===== src/rtl/ram_arbiter.sv =====
// rtl/ram_arbiter.sv - multi-CPU single-port RAM arbiter, data-over-instruction priority, round-robin per type
// Optional grant watchdog (TIMEOUT parameter, arb_err port) enabled by defining ARB_TIMEOUT_EN.
module ram_arbiter #(
    parameter int CPUS = 2
`ifdef ARB_TIMEOUT_EN
    , parameter int TIMEOUT = 255
`endif
) (
    input  logic                 CLK,
    input  logic                 nRST,
    input  logic [CPUS-1:0]      iREN,
    input  logic [CPUS-1:0]      dREN,
    input  logic [CPUS-1:0]      dWEN,
    input  logic [CPUS-1:0][31:0] iaddr,
    input  logic [CPUS-1:0][31:0] daddr,
    input  logic [CPUS-1:0][31:0] dstore,
    output logic [CPUS-1:0]      iwait,
    output logic [CPUS-1:0]      dwait,
    output logic [CPUS-1:0][31:0] iload,
    output logic [CPUS-1:0][31:0] dload,
    output logic                 ramREN,
    output logic                 ramWEN,
    output logic [31:0]          ramaddr,
    output logic [31:0]          ramstore,
    input  logic [31:0]          ramload,
    input  logic [1:0]           ramstate
`ifdef ARB_TIMEOUT_EN
    , output logic               arb_err
`endif
);

    localparam int CW = (CPUS > 1) ? $clog2(CPUS) : 1;
    // ramstate encoding: FREE=0, BUSY=1, ACCESS=2, ERROR=3
    localparam logic [1:0] RS_ACCESS = 2'd2;

    typedef enum logic {IDLE, GRANT} state_t;

    state_t          state_q, state_d;
    logic [CW-1:0]   gcpu_q, gcpu_d;
    logic            gdata_q, gdata_d;
    logic [CW-1:0]   dptr_q, dptr_d;
    logic [CW-1:0]   iptr_q, iptr_d;

    logic [CPUS-1:0] dreq;
    logic            d_found, i_found;
    logic [CW-1:0]   d_win, i_win;

    logic            g_act, g_wen;
    logic [31:0]     g_addr, g_store;

`ifdef ARB_TIMEOUT_EN
    localparam int TW = $clog2(TIMEOUT + 1);
    logic [TW-1:0]   tmo_q, tmo_d;
    logic            err_d;
`endif

    function automatic logic [CW-1:0] wrap_add(input logic [CW-1:0] p, input int k);
        int s;
        s = int'(p) + k;
        if (s >= CPUS) s = s - CPUS;
        return CW'(s);
    endfunction

    assign iload = {CPUS{ramload}};
    assign dload = {CPUS{ramload}};

    // Round-robin search starting at each type's pointer
    always_comb begin
        dreq    = dREN | dWEN;
        d_found = 1'b0;
        d_win   = '0;
        i_found = 1'b0;
        i_win   = '0;
        for (int k = 0; k < CPUS; k++) begin
            if (!d_found && dreq[wrap_add(dptr_q, k)]) begin
                d_found = 1'b1;
                d_win   = wrap_add(dptr_q, k);
            end
            if (!i_found && iREN[wrap_add(iptr_q, k)]) begin
                i_found = 1'b1;
                i_win   = wrap_add(iptr_q, k);
            end
        end
    end

    always_comb begin
        state_d  = state_q;
        gcpu_d   = gcpu_q;
        gdata_d  = gdata_q;
        dptr_d   = dptr_q;
        iptr_d   = iptr_q;
        ramREN   = 1'b0;
        ramWEN   = 1'b0;
        ramaddr  = '0;
        ramstore = '0;
        iwait    = '1;
        dwait    = '1;
        g_act    = 1'b0;
        g_wen    = 1'b0;
        g_addr   = '0;
        g_store  = '0;
`ifdef ARB_TIMEOUT_EN
        tmo_d    = '0;
        err_d    = 1'b0;
`endif
        case (state_q)
            IDLE: begin
                if (d_found) begin
                    state_d = GRANT;
                    gcpu_d  = d_win;
                    gdata_d = 1'b1;
                end else if (i_found) begin
                    state_d = GRANT;
                    gcpu_d  = i_win;
                    gdata_d = 1'b0;
                end
            end
            GRANT: begin
                if (gdata_q) begin
                    g_act   = dREN[gcpu_q] | dWEN[gcpu_q];
                    g_wen   = dWEN[gcpu_q];
                    g_addr  = daddr[gcpu_q];
                    g_store = dstore[gcpu_q];
                end else begin
                    g_act   = iREN[gcpu_q];
                    g_addr  = iaddr[gcpu_q];
                end
                if (!g_act) begin
                    // Requester withdrew: abandon without completion or pointer move
                    state_d = IDLE;
                end else begin
                    ramWEN   = g_wen;
                    ramREN   = ~g_wen;
                    ramaddr  = g_addr;
                    ramstore = g_store;
                    if (ramstate == RS_ACCESS) begin
                        state_d = IDLE;
                        if (gdata_q) begin
                            dwait[gcpu_q] = 1'b0;
                            dptr_d        = wrap_add(gcpu_q, 1);
                        end else begin
                            iwait[gcpu_q] = 1'b0;
                            iptr_d        = wrap_add(gcpu_q, 1);
                        end
                    end
`ifdef ARB_TIMEOUT_EN
                    else if (tmo_q == TW'(TIMEOUT - 1)) begin
                        // Stuck grant: drop it and skip past the requester
                        state_d = IDLE;
                        err_d   = 1'b1;
                        if (gdata_q) dptr_d = wrap_add(gcpu_q, 1);
                        else         iptr_d = wrap_add(gcpu_q, 1);
                    end else begin
                        tmo_d = tmo_q + 1'b1;
                    end
`endif
                end
            end
            default: state_d = IDLE;
        endcase
        if (!nRST) begin
            iwait = '1;
            dwait = '1;
        end
    end

    always_ff @(posedge CLK) begin
        if (!nRST) begin
            state_q <= IDLE;
            gcpu_q  <= '0;
            gdata_q <= 1'b0;
            dptr_q  <= '0;
            iptr_q  <= '0;
`ifdef ARB_TIMEOUT_EN
            tmo_q   <= '0;
            arb_err <= 1'b0;
`endif
        end else begin
            state_q <= state_d;
            gcpu_q  <= gcpu_d;
            gdata_q <= gdata_d;
            dptr_q  <= dptr_d;
            iptr_q  <= iptr_d;
`ifdef ARB_TIMEOUT_EN
            tmo_q   <= tmo_d;
            arb_err <= err_d;
`endif
        end
    end

endmodule


===== config.mk =====
export PLATFORM = sky130hd
export DESIGN_NAME = ram_arbiter
export DESIGN_NICKNAME = d
export VERILOG_FILES = /design/src/rtl/ram_arbiter.sv
export SDC_FILE = /design/constraint.sdc
export NUM_CORES = 1
export LEC_CHECK = 0
export CAP_MARGIN = 20
export CORE_AREA = 2 2 166 168
export CTS_CLUSTER_DIAMETER = 100
export DETAILED_ROUTE_END_ITERATION = 8
export DIE_AREA = 0 0 168 170
export DONT_BUFFER_PORTS = 1
export PLACE_DENSITY = 0.3
export SYNTH_ARGS = -nofsm -noshare
export SYNTH_HDL_FRONTEND = slang
export SYNTH_SLANG_ARGS = --single-unit

===== constraint.sdc =====
create_clock -name CLK -period 2.3 [get_ports CLK]
set_clock_uncertainty 0.1 [all_clocks]
set_input_delay 0.46 -clock CLK [delete_from_list [all_inputs] [get_ports CLK]]
set_output_delay 0.46 -clock CLK [all_outputs]
set_load 0.02 [all_outputs]

# Word level (Yosys, flattened, before mapping)
# Index checks and enable logic that the tools add are counted.
[totals]
n_memories = 0
regBits = 5
latch_bits = 0
mem_bits_ro = 0
input_bits = 234
ramBits = 0
[classes]
n_mux = 68
eq_ne = 1
reduce_logical = 9
addsub = 8
div = 0
shift = 0
bitwise = 6
magnitude_cmp = 11
multipliers = 0
[op_table]
columns = ["op", "count"]
rows = [
  ["32-bit 2-to-1 mux", 12],
  ["1-bit 2-to-1 mux", 44],
  ["2-bit 2-to-1 mux", 10],
  ["1-bit by 2-bit < comparator with 1-bit output (second input constant)", 5],
  ["4-bit AND reduction", 2],
  ["1-bit by 1-bit adder with 2-bit output (second input constant)", 3],
  ["2-bit >= comparator (second input constant)", 3],
  ["1-bit subtractor (second input constant)", 5],
  ["1-bit by 2-bit >= comparator with 1-bit output (second input constant)", 2],
  ["1-bit logical AND", 3],
  ["1-bit NOT", 3],
  ["2-bit equality test (second input constant)", 1],
  ["1-bit zero test", 2],
  ["2-bit NOT", 1],
  ["2-bit bitwise OR", 1],
  ["1-bit case mux with 2 select lines", 1],
  ["2-bit AND reduction", 1],
  ["2-bit nonzero test", 1],
  ["1-bit demux with 1-bit select", 1],
  ["1-bit >= comparator (second input constant)", 1],
  ["1-bit bitwise OR", 1],
]

# Depth between registers and ports, before layout
[depth]
word_depth = 11
depth_mapped = 6
ltp_nobuf = 3

# Worst setup path before layout
# Ideal clock, no wire load.
[synth_timing]
path_type = "flip-flop to output port"
start = "reg gcpu_q"
end = "out ramaddr[15]"
arrival_ns = 1.477
required_time_ns = 1.740
path_buffers = 2
path_stages_with_launch = 6
setup_slack_ns = 0.263
path_cell_list = "dfxtp_1 -> buf_6 -> mux2_2 -> o21ai_4 -> buf_4 -> nor3b_1"
[synth_between]
elab_chain_len = 7
elab_cells_between_ends = 16
classes_between = "mux: 15; bitwise: 1"
[synth_rtl]
columns = ["item", "line_no", "rtl"]
rows = [
  ["from (decl)", "39", "logic [CW-1:0] gcpu_q, gcpu_d;"],
  ["from (signal assigned)", "180", "gcpu_q <= gcpu_d;"],
  ["1-bit 2-to-1 mux (not written as such) (2 in series)", "120", "g_act = dREN[gcpu_q] | dWEN[gcpu_q];"],
  ["1-bit bitwise OR", "120", ""],
  ["1-bit 2-to-1 mux", "119", "if (gdata_q) begin"],
  ["1-bit 2-to-1 mux", "106", "case (state_q)"],
  ["32-bit 2-to-1 mux *", "128", "if (!g_act) begin"],
  ["32-bit 2-to-1 mux *", "106", ""],
  ["to (decl)", "23", "output logic [31:0] ramaddr,"],
]
# Every way passes the cells marked *; elsewhere a longest branch is shown, timed or not. The select of a mux whose other input is x is not followed.

# Worst setup path after layout
[layout_timing]
start = "reg gcpu_q"
end = "out ramaddr[26]"
# Same word-level chain as after synthesis.

==> reports/metrics.yaml <==
drt:
  wl_met3_mm: 1.32
  finalWirelength_mm: 12.8
  wire_per_inst_um: 20.9
  drt_iter0_markers: 50
  top_layer: "met4"
  met1_length_mm: 4.38
  wl_met2_mm: 6.49
  firstDrtPassIters: 4
  via_per_inst: 3.54
  via_count: 2161
  ant_nets: 0
  drc_errors: 0
floorplanning:
  num_rows: 60
  core_mm2: 0.0267
  die_width_um: 168
  initial_utilization_pct: 11.3
  fp.dieArea_mm2: 0.0286
  die_h_um: 170
  design.portCount: 432
synthesis:
  yosysWarnings: 0
  ys_ff_latch: 5
  yosys-top-cells-count: "buf_4, mux2i_1, mux4_2, nor2_1, nor3b_1"
  synth_area_leaders: "buf_4, mux4_2, mux2i_1, nor3b_1, nor2_1"
  async_flop_share_pct: 0
  netlist_instances: 326
  netlist_area_mm2: 0.00301
  synth-edff-count: 0
  avgSynthCellArea_um2: 9.22
  synth_ff_type: "dfxtp_1"
  yosys.area.top_type: "buf_4"
  synth.top_cell.area_share_pct: 32.7
  synth_nets: 560
  yosysMostFrequentCell: "buf_4"
  yosys.cell_types.count: 40
  seq_area_frac_synth_pct: 3.33
place:
  dpl_cell_area_mm2: 0.00295
  dp_hpwl_mm: 10.4
  port_buffers: 0
  gp_congestion: 0.752
  pre_cts_slack_ns: 0.0308
sta:
  slew_headroom_pct: 70.6
  period_share_pct: 101
  finalHoldViolCount: 0
  fin_ws_ns: -0.0149
  slew_viol_final: 0
  setup_viol: 17
  rsz0062_at_grt: "true"
  tightest_slew_ns: 0.437
  layout_min_cycle_time_ns: 2.31
  fmax_mhz: 432
clocking:
  clk_pin_slew_ns: 0.03
  cts_hold_buf: 0
  cts_root_buf: "clkbuf_16"
  cts_made_buffers: 3
  ctsLongestPathBuffers: 2
  cts_tree: "built"
  htree_levels: 1
  cts.sinks: 5
  clock_latency_ns: 0.22
critical_path:
  crit_cells: 6
  path_common_cell: "buf_4"
  critical_path.startpoint: "gcpu_q$_SDFFE_PN0P_"
  arrival_ns: 1.75
  startpoint_type: "register"
  crit_path_max_fanout: 33
  r2r-start: "gcpu_q$_SDFFE_PN0P_"
  slowest_delay_ns: 0.42
  crit_slowest_cell: "dfxtp_4"
  crit_type: "register to output port"
  path_cells: "buf_4, mux2_2, o21ai_4, buf_12, nor3b_1, buf_4"
  crit_required_ns: 1.74
  cp-end-kind: "output port"
  critical-path-top-delay-family: "buffers and inverters"
  r2r-end: "dptr_q$_SDFFE_PN0P_"
  crit_path_end: "ramaddr[26]"
  critPathBufInv: 3
  regToRegSetupSlack_ns: 0.69
  reg2reg_depth: 4
finish:
  nFillCells: 3041
  nets: 498
  seq_area_um2: 105
  area_growth_pct: 7.07
  drive_gt1_share_pct: 58.2
  multi_input_area_mm2: 0.00182
  final_area_mm2: 0.00322
  fin_util_pct: 12.1
global_route:
  grt_pass1_vias: 2314
  antenna_found_initial: 6
  grt.overflow.total: 0
  grt_pass1_wl_mm: 16.4
  grt_max_degree: 34
  grtUsageTotal_pct: 8.03
power:
  total_leakage_power_nw: 1.05
  irDropWorstVdd_mv: 0.200
  p_per_area_mw_per_mm2: 433
worst_hold_path:
  hp-class: "primary input to register"
  hold_path.startpoint: "iREN[1]"
status:
  outcome: "finished with violations"
  violations: "setup timing"
run:
  maxCapViolCount: 0
[cells by family after synthesis]
family	share of synthesized area, %
compound gates	4.41
buf+inv	39.4
flops	3.33
mux	36.5
simple gates	16.4
[cell type report]
type                       count  area share, %
antenna                        6          0.466
clock buffer                   4           2.45
timing repair buffer          85           23.9
tap                          341           13.3
multi-input combinational    167           56.4
sequential                     5           3.26
inverter                       2          0.233
[stage by stage]
step	hold WS, ns	power, mW	std cells	TNS (ns)
2_1_floorplan	0.396	1.10	326	0
3_3_place_gp	0.415	1.03	595	0
3_5_place_dp	0.430	1.05	595	0
4_1_cts	0.247	1.41	605	-0.506
5_1_grt	0.264	1.47	610	-2.71
6_report	0.252	1.39	610	-0.111
[where the power goes]
group,leakage [nW],switching [mW],internal [mW]
Combinational,0.972,0.490,0.501
Sequential,0.0421,0.0230,0.0966
Clock,0.0382,0.0529,0.229
Total,1.05,0.566,0.827
[per-layer routing]
metal  track usage [%]  vias to the layer above
met1              8.20                      999
met4              4.57                        0
met3              2.37                       36
li1                  -                      914
met5                 0                        -
met2              14.6                      212
[layout by cell type (no fill, tap or decap), types with 2 or more instances in the layout]
master,Yosys,routed
mux2i_1,33,29
buf_4,131,76
o21ai_0,2,2
buf_12,0,7
nor3b_2,1,2
nor3b_1,32,31
nor2_2,2,7
mux2_2,2,2
nor3_1,2,2
a21oi_1,2,2
inv_1,2,2
o21ba_2,2,2
diode_2,0,6
clkbuf_16,0,3
nor2_1,33,22
o21a_1,2,2
mux4_2,33,33
nor2b_1,2,2
nor2_4,0,6
mux2i_2,0,3
dfxtp_1,5,3
[worst min-delay path by stage]
stage,slack [ns],endpoint,cells past startpoint
after global routing,0.26,iptr_q$_SDFFE_PN0P_,1
after global placement,0.42,iptr_q$_SDFFE_PN0P_,2
after detailed placement,0.43,iptr_q$_SDFFE_PN0P_,2
final,0.25,iptr_q$_SDFFE_PN0P_,1
after floorplan,0.40,iptr_q$_SDFFE_PN0P_,2
after CTS,0.25,iptr_q$_SDFFE_PN0P_,1
[registers in the layout, summed over array words and instances (netlist names)]
signal / count
state_q: 1
gdata_q: 1
iptr_q: 1
gcpu_q: 1
dptr_q: 1
[repair_timing]
item,4_1_cts,5_1_grt
endpoints found under the setup margin,29,49
pin swaps,0,1
buffers inserted,4,0
resized for setup,8,19
endpoints found under the hold margin,0,0
gates cloned,2,0
Note: power is estimated with default switching activity, not from simulation.
